--- src/rtl/clk_div_pkg.sv ---
// Shared types and defaults for the clk_div_bank divider channels.
package clk_div_pkg;

    typedef enum logic [1:0] {
        CH_STOP = 2'b00,
        CH_RUN  = 2'b01,
        CH_PEND = 2'b10
    } ch_state_t;

    localparam int DEFAULT_HALF = 5;

endpackage

--- src/rtl/clk_div_bank_if.sv ---
// Configuration write handshake for clk_div_bank: valid/ready with channel select and half-period.
interface clk_div_bank_if #(
    parameter int NUM_CH = 2,
    parameter int CNT_W  = 8
);
    localparam int CH_W = (NUM_CH > 1) ? $clog2(NUM_CH) : 1;

    logic             cfg_valid;
    logic [CH_W-1:0]  cfg_ch;
    logic [CNT_W-1:0] cfg_half;
    logic             cfg_ready;

    modport master (
        output cfg_valid,
        output cfg_ch,
        output cfg_half,
        input  cfg_ready
    );

    modport slave (
        input  cfg_valid,
        input  cfg_ch,
        input  cfg_half,
        output cfg_ready
    );

endinterface

--- src/rtl/clk_div_ch.sv ---
// One divider channel: STOP/RUN/PEND state machine, half-period counter and shadow register.
// Optional global resynchronisation input when CLK_DIV_BANK_SYNC_EN is defined.
module clk_div_ch #(
    parameter int CNT_W        = 8,
    parameter int DEFAULT_HALF = clk_div_pkg::DEFAULT_HALF
) (
    input  logic             clk,
    input  logic             rst_n,
    input  logic             en,
`ifdef CLK_DIV_BANK_SYNC_EN
    input  logic             sync,
`endif
    input  logic             wr,
    input  logic [CNT_W-1:0] wr_half,
    output logic             clk_lvl,
    output logic             tick,
    output logic             pend
);
    import clk_div_pkg::*;

    localparam logic [CNT_W-1:0] CNT_ZERO  = {CNT_W{1'b0}};
    localparam logic [CNT_W-1:0] CNT_ONE   = {{(CNT_W-1){1'b0}}, 1'b1};
    localparam logic [CNT_W-1:0] RST_HALF  = CNT_W'(DEFAULT_HALF);
    localparam ch_state_t        RST_STATE = (DEFAULT_HALF == 0) ? CH_STOP : CH_RUN;

    ch_state_t        state_r,  state_s;
    logic [CNT_W-1:0] cnt_r,    cnt_s;
    logic [CNT_W-1:0] half_r,   half_s;
    logic [CNT_W-1:0] shadow_r, shadow_s;
    logic             lvl_r,    lvl_s;
    logic             tick_r,   tick_s;
    logic             at_bound_s;

    // State, counter, shadow and registered outputs.
    always_ff @(posedge clk or negedge rst_n) begin
        if (!rst_n) begin
            state_r  <= RST_STATE;
            cnt_r    <= CNT_ZERO;
            half_r   <= RST_HALF;
            shadow_r <= CNT_ZERO;
            lvl_r    <= 1'b0;
            tick_r   <= 1'b0;
        end else begin
            state_r  <= state_s;
            cnt_r    <= cnt_s;
            half_r   <= half_s;
            shadow_r <= shadow_s;
            lvl_r    <= lvl_s;
            tick_r   <= tick_s;
        end
    end

    // Next-state logic; the compare happens before increment so half=all-ones never wraps.
    always_comb begin
        state_s    = state_r;
        cnt_s      = cnt_r;
        half_s     = half_r;
        shadow_s   = shadow_r;
        lvl_s      = lvl_r;
        tick_s     = 1'b0;
        at_bound_s = (cnt_r == half_r);
`ifdef CLK_DIV_BANK_SYNC_EN
        if (sync && (state_r != CH_STOP)) begin
            cnt_s = CNT_ZERO;
            lvl_s = 1'b0;
            if (state_r == CH_PEND) begin
                half_s  = shadow_r;
                state_s = (shadow_r == CNT_ZERO) ? CH_STOP : CH_RUN;
            end else begin
                state_s = state_r;
            end
        end else if (sync) begin
            state_s = state_r;
        end else
`endif
        begin
            case (state_r)
                CH_STOP: begin
                    cnt_s = CNT_ZERO;
                    lvl_s = 1'b0;
                    if (wr) begin
                        half_s  = wr_half;
                        state_s = (wr_half != CNT_ZERO) ? CH_RUN : CH_STOP;
                    end else begin
                        state_s = CH_STOP;
                    end
                end
                CH_RUN: begin
                    if (wr) begin
                        shadow_s = wr_half;
                        state_s  = CH_PEND;
                    end else begin
                        state_s = CH_RUN;
                    end
                    if (en && at_bound_s) begin
                        cnt_s  = CNT_ZERO;
                        lvl_s  = ~lvl_r;
                        tick_s = ~lvl_r;
                    end else if (en) begin
                        cnt_s = cnt_r + CNT_ONE;
                    end else begin
                        cnt_s = cnt_r;
                    end
                end
                CH_PEND: begin
                    // Entering STOP forces the level low so no pulse is cut short.
                    if (en && at_bound_s) begin
                        cnt_s  = CNT_ZERO;
                        half_s = shadow_r;
                        if (shadow_r == CNT_ZERO) begin
                            state_s = CH_STOP;
                            lvl_s   = 1'b0;
                        end else begin
                            state_s = CH_RUN;
                            lvl_s   = ~lvl_r;
                            tick_s  = ~lvl_r;
                        end
                    end else if (en) begin
                        cnt_s = cnt_r + CNT_ONE;
                    end else begin
                        cnt_s = cnt_r;
                    end
                end
                default: begin
                    state_s = CH_STOP;
                    cnt_s   = CNT_ZERO;
                    lvl_s   = 1'b0;
                end
            endcase
        end
    end

    assign clk_lvl = lvl_r;
    assign tick    = tick_r;
    assign pend    = (state_r == CH_PEND);

endmodule

--- src/rtl/clk_div_bank.sv ---
// Bank of NUM_CH independent 50%-duty clock dividers with a shared config write port.
// Define CLK_DIV_BANK_SYNC_EN to add the global sync input.
module clk_div_bank #(
    parameter int NUM_CH       = 2,
    parameter int CNT_W        = 8,
    parameter int DEFAULT_HALF = clk_div_pkg::DEFAULT_HALF
) (
    input  logic              CLK,
    input  logic              reset,
    input  logic              en,
`ifdef CLK_DIV_BANK_SYNC_EN
    input  logic              sync,
`endif
    clk_div_bank_if.slave     cfg,
    output logic [NUM_CH-1:0] clk_lvl,
    output logic [NUM_CH-1:0] tick
);
    import clk_div_pkg::*;

    logic [NUM_CH-1:0] pend_s;
    logic [NUM_CH-1:0] wr_s;
    logic              ready_s;

    // Ready drops only when the addressed, in-range channel holds a pending write.
    always_comb begin
        ready_s = 1'b1;
        for (int i = 0; i < NUM_CH; i++) begin
            ready_s = ready_s & ~((int'(cfg.cfg_ch) == i) & pend_s[i]);
        end
    end

    // Write decode; an out-of-range channel index matches no channel.
    always_comb begin
        wr_s = {NUM_CH{1'b0}};
        for (int i = 0; i < NUM_CH; i++) begin
            wr_s[i] = cfg.cfg_valid & ready_s & (int'(cfg.cfg_ch) == i);
        end
    end

    assign cfg.cfg_ready = ready_s;

    for (genvar g = 0; g < NUM_CH; g++) begin : g_ch
        clk_div_ch #(
            .CNT_W        (CNT_W),
            .DEFAULT_HALF (DEFAULT_HALF)
        ) u_ch (
            .clk     (CLK),
            .rst_n   (reset),
            .en      (en),
`ifdef CLK_DIV_BANK_SYNC_EN
            .sync    (sync),
`endif
            .wr      (wr_s[g]),
            .wr_half (cfg.cfg_half),
            .clk_lvl (clk_lvl[g]),
            .tick    (tick[g]),
            .pend    (pend_s[g])
        );
    end

endmodule

--- src/flat_wrapper.sv ---
// flat-port wrapper written by rule: the top's interface ports become plain ports
module clk_div_bank_flat import clk_div_pkg::*;
#(
    parameter int NUM_CH       = 2,
    parameter int CNT_W        = 8,
    parameter int DEFAULT_HALF = clk_div_pkg::DEFAULT_HALF
)
  (CLK, reset, en, clk_lvl, tick, cfg_cfg_valid, cfg_cfg_ch, cfg_cfg_half, cfg_cfg_ready);
  clk_div_bank_if #(.NUM_CH(NUM_CH), .CNT_W(CNT_W)) cfg_i ();
  input  logic CLK;
  input  logic reset;
  input  logic en;
  output logic [NUM_CH-1:0] clk_lvl;
  output logic [NUM_CH-1:0] tick;
  input wire logic [$bits(cfg_i.cfg_valid)-1:0] cfg_cfg_valid;
  input wire logic [$bits(cfg_i.cfg_ch)-1:0] cfg_cfg_ch;
  input wire logic [$bits(cfg_i.cfg_half)-1:0] cfg_cfg_half;
  output wire logic [$bits(cfg_i.cfg_ready)-1:0] cfg_cfg_ready;
  assign cfg_i.cfg_valid = cfg_cfg_valid;
  assign cfg_i.cfg_ch = cfg_cfg_ch;
  assign cfg_i.cfg_half = cfg_cfg_half;
  assign cfg_cfg_ready = cfg_i.cfg_ready;
  clk_div_bank #(.NUM_CH(NUM_CH), .CNT_W(CNT_W), .DEFAULT_HALF(DEFAULT_HALF)) u_core (.CLK(CLK), .reset(reset), .en(en), .cfg(cfg_i), .clk_lvl(clk_lvl), .tick(tick));
endmodule
--- config.mk ---
export PLATFORM = sky130hd
export DESIGN_NAME = clk_div_bank_flat
export DESIGN_NICKNAME = d
export VERILOG_FILES = /design/src/rtl/clk_div_pkg.sv /design/src/rtl/clk_div_bank_if.sv /design/src/rtl/clk_div_ch.sv /design/src/rtl/clk_div_bank.sv /design/src/flat_wrapper.sv
export SDC_FILE = /design/constraint.sdc
export NUM_CORES = 1
export LEC_CHECK = 0
export CORE_AREA = 3 3 78 80
export DETAILED_ROUTE_END_ITERATION = 8
export DIE_AREA = 0 0 81 83
export PLACE_DENSITY = 0.74
export SETUP_SLACK_MARGIN = 0.1
export SLEW_MARGIN = 20
export SYNTH_ARGS = -nofsm -noshare
export SYNTH_HDL_FRONTEND = slang
export SYNTH_SLANG_ARGS = --single-unit
export TNS_END_PERCENT = 10
--- constraint.sdc ---
create_clock -name CLK -period 2.7 [get_ports CLK]
set_input_delay 0.54 -clock CLK [delete_from_list [all_inputs] [get_ports CLK]]
set_output_delay 0.54 -clock CLK [all_outputs]
set_load 0.05 [all_outputs]
; ---- Word level (Yosys, flattened, before mapping)
; Cells that the tools add are included.
[totals]
register_bits = 56
inputBits = 13
out_inout_bits = 5
wordCells = 93
[op_classes]
n_addsub = 2
n_eq_ne = 14
mux = 37
bitwise_logic = 11
reduce_logical = 17
[op_table]
columns = operator, n
row1 = 8-bit two-way mux, 10
row2 = 8-bit case mux with 2 select lines, 2
row3 = "8-bit by 1-bit adder with 8-bit output, second input constant", 2
row4 = 8-bit equality test, 2
row5 = 8-bit logical NOT, 2
row6 = 1-bit two-way mux, 14
row7 = 2-bit case mux with 3 select lines, 2
row8 = 2-bit two-way mux, 5
row9 = "2-bit != test, second input constant", 4
row10 = 1-bit case mux with 2 select lines, 4
row11 = 2-bit AND reduction, 4
row12 = 8-bit nonzero test, 1
row13 = 1-bit bitwise AND, 6
row14 = "3-bit by 1-bit != test with 1-bit output, second input constant", 2
row15 = 3-bit AND reduction, 2
row16 = 1-bit NOT, 5
row17 = "2-bit by 1-bit equality test with 1-bit output, second input constant", 2
row18 = "2-bit equality test, second input constant", 2
row19 = 2-bit logical NOT, 2
row20 = "2-bit by 1-bit != test with 1-bit output, second input constant", 2
row21 = 2-bit nonzero test, 2
row22 = 2-bit OR reduction, 2
row23 = 1-bit logical AND, 2

; ---- Longest topological paths before layout
[depth]
depth_word = 8
ltp_mapped = 8
mapped_depth_nobuf = 7

; ---- Hierarchy
; Synthesis repeated with hierarchy kept, for this count alone.
[unflattened]
cells_unflattened = 345
hier_area_um2 = 3569.7
[by_module_without_submodules]
columns = mod, instances, cells_each, area_each_um2, seq_area_each_um2
row1 = clk_div_ch, 2, 171, 1771.7, 704.4
row2 = clk_div_bank, 1, 3, 26.3, 0.0

; ---- Least setup slack after synthesis
; Ideal clock, no wire load.
[synth_timing]
path_type = register to output
from = register u_core.g_ch[1].u_ch.state_r[0]
to = output cfg_cfg_ready
arrival_ps = 1862
t_required_ps = 2160
path_slack_ps = 298
path_stages_with_launch = 5
n_path_buf = 1
path_cell_list = dfstp_2 -> inv_1 -> ha_1 -> clkbuf_1 -> mux2i_1
[synth_between]
elab_chain_cells = 4
[synth_rtl]
columns = item, line
row1 = from (decl), clk_div_ch.sv:26  ; ch_state_t state_r, state_s;
row2 = from (signal assigned), clk_div_ch.sv:44  ; state_r <= state_s;
row3 = 2-bit equality test, clk_div_ch.sv:135  ; assign pend = (state_r == CH_PEND);
row4 = 1-bit bitwise AND, clk_div_bank.sv:28  ; ready_s = ready_s & ~((int'(cfg.cfg_ch) == i) & pend_s[i]);
row5 = 1-bit NOT, clk_div_bank.sv:28
row6 = 1-bit bitwise AND, clk_div_bank.sv:28
row7 = to (decl), flat_wrapper.sv:18  ; output wire logic [$bits(cfg_i.cfg_ready)-1:0] cfg_cfg_ready;
; Every way passes these cells.

; ---- Worst setup path after layout
[layout_timing]
from = register u_core.g_ch[0].u_ch.state_r[0]
to = output cfg_cfg_ready
[layout_between]
elab_chain_cells = 4
[layout_rtl]
columns = item, line
row1 = from (decl), clk_div_ch.sv:26
row2 = from (signal assigned), clk_div_ch.sv:44
row3 = 2-bit equality test, clk_div_ch.sv:135
row4 = 1-bit bitwise AND, clk_div_bank.sv:28
row5 = 1-bit NOT, clk_div_bank.sv:28
row6 = 1-bit bitwise AND, clk_div_bank.sv:28
; Every way passes these cells.

==> metrics.cfg <==
[die]
ios=18
die_w_um=81
die_area_um2=6720
initial_core_util=0.576
core_area_um2=5470
rows=27
die_height_um=83

[logic_synthesis]
synth_nets=334
netlist_area_um2=3150
yosys-top-cells-count=dfrtp_1 (50), nor2_1 (37), nand2_1 (23)
yosysMostFrequentCell=dfrtp_1
synth_warnings=0
ys_async_sr_fraction=1.00
post_synth.cell_area_avg_um2=10.1
ys.flop_type=dfrtp_1
synth_edf_count=0
yosysSeqAreaShare=0.447
synth_area_leaders=dfrtp_1 (40%), mux2_2 (6.1%), xnor2_1 (5.6%), dfstp_2 (5.0%), nor2_1 (4.4%)
yosysTopAreaCellShare=0.397
synth_seq_cells=56
synthesis.instances=311
yosys.area.top_type=dfrtp_1
ys_types=46

[drt]
wl_met3_um=196
dr_wl_met2_um=3110
wirelength_um=6660
drt-initial-drc-count=94
drc_errors=0
met1_length_um=3260
wl_per_cell_um=16.5
first_pass_iters=4
drtAntennaViolNets=0
viasPerCell=5.89
vias=2373
top_layer_used=met4

[timing]
drv_slew=0
finalClockSkew_ns=0.00766
period_share=0.869
tightest_slew_ns=0.654
fin_crit_ns=2.35
tns_ns=0
report.final.hold_viol_count=0
fmax_mhz=426
slew_headroom=0.564
hold_ws_ns=0.247
rsz0062_at_grt=false
report.final.setup_viol=0

[run]
cap_viol_max_count=0

[cts]
insertion_delay_ns=0.31
cts_tree=yes
path_clk_slew_ns=0.10
cts_made_buffers=5
postCtsSetupBuffers=0
ctsResizeCount=0
clockRootBuffer=clkbuf_8
cts_hold_buf=0
cts_buffer_depth=2
htreeDepth=2
numClockSinks=56

[global_routing]
first_global_vias=2331
grt-ovfl-total=0
grt_max_degree=30
grt_antenna_before_repair=0
track_usage=0.214
grt_first_pass_wirelength_um=11400

[power_and_ir_drop]
peakVddDrop_uv=529
leakage_nw=1.38
power_density_nw_per_um2=834
power_mw=2.94

[place]
gp_congestion=0.843
dpl.cell_count=395
post-dp-hpwl_um=4880
port_buffers=17
place_area_um2=3420

[final_layout]
area_growth_pct=11.7
final_cell_area_um2=3520
nets=353
drive_above_1_share=0.175
antennaDiodeCount=0
stdcell_count=403

[setup_path]
cp.required_ns=2.16
critPathKind=reg -> out
cp_max_fo=15
start_kind=flop
arrival_ns=1.81
cp-end-kind=primary output

[min_path]
worstHoldPathType=in -> async

[status]
outcome=completed

-- sequential cells by signal, summed over array words and instances, names as in the netlist --
register,count
u_core.g_ch.u_ch.cnt_r,16
u_core.g_ch.u_ch.half_r,16
u_core.g_ch.u_ch.shadow_r,16
u_core.g_ch.u_ch.state_r,4
u_core.g_ch.u_ch.clk_lvl,2
u_core.g_ch.u_ch.tick,2
-- logic make-up (layout without fill, tap and decap cells) --
kind of cell | after synthesis | count (layout) | share of synthesized area
AND/OR/NAND/NOR | 111 | 111 | 0.187
flip-flops | 56 | 56 | 0.447
AO/OA/AOI/OAI | 62 | 62 | 0.143
adder cells (fa/ha/maj) | 10 | 10 | 0.0397
multiplexers | 20 | 20 | 0.0703
buffers and inverters | 25 | 45 | 0.0385
XOR/XNOR | 27 | 27 | 0.0750
-- critical path: stages (launching register included) --
cell and delay (ns):
dfstp_2 0.58, inv_1 0.06, ha_1 0.23, buf_4 0.20
mux2i_1 0.25, buf_12 0.18
-- per-layer routing --
layer,vias to the layer above,GRT usage
met5,-,0
met4,0,0.0661
met3,10,0.0293
met2,45,0.320
met1,1177,0.320
li1,1141,-
-- area by class of cell --
| cell class | count | area [µm²] |
|---|---|---|
| Fill cell | 473 | 1950 |
| Multi-Input combinational cell | 230 | 1630 |
| Sequential cell | 56 | 1410 |
| Timing Repair Buffer | 28 | 270 |
| Tap cell | 72 | 90.1 |
| Clock buffer | 5 | 68.8 |
| Inverter | 9 | 33.8 |
| Clock inverter | 3 | 23.8 |
-- path summary, 6_finish.rpt --
check                                                startpoint                               to  slack (ns)  depth (start not counted)
worst max-delay path             u_core.g_ch[0].u_ch.state_r[0]                    cfg_cfg_ready        0.35                          5
worst min-delay path                                      reset    u_core.g_ch[1].u_ch.half_r[5]        0.25                          1
worst max register to register   u_core.g_ch[1].u_ch.state_r[0]    u_core.g_ch[1].u_ch.half_r[5]        0.39                          7
worst min register to register  u_core.g_ch[0].u_ch.shadow_r[6]  u_core.g_ch[0].u_ch.shadow_r[6]        0.54                          1
max in group asynchronous                                 reset    u_core.g_ch[0].u_ch.half_r[2]        1.80                          2
min in group CLK                u_core.g_ch[0].u_ch.shadow_r[6]  u_core.g_ch[0].u_ch.shadow_r[6]        0.54                          1
-- layout by cell type (no fill, tap or decap), types with 6 or more instances in the layout --
master            n
nand2b_1          7
nand3_1           6
inv_1             9
dfrtp_1          50
o22ai_1          11
xor2_1            7
a211oi_1          9
nand2_1          23
o22ai_2           8
nor3b_1           8
o21ai_0          10
nor2_1           37
buf_4            10
a21oi_1          13
xnor2_1          20
ha_1             10
dfstp_2           6
mux2_2           17
clkdlybuf4s50_1  15
-- power breakdown --
part	internal [mW]	total [mW]	switching, mW
registers	1.14	1.44	0.296
logic	0.539	1.03	0.489
clock network	0.184	0.467	0.283
-- metrics by stage --
step                      setup slack [ns]  utilization
after floorplan                      0.298            -
after global placement               0.249        0.626
after detailed placement             0.176        0.626
after CTS                            0.232        0.643
after global routing                 0.250        0.643
final                                0.355        0.643
Power figures use the tool's default switching activity.
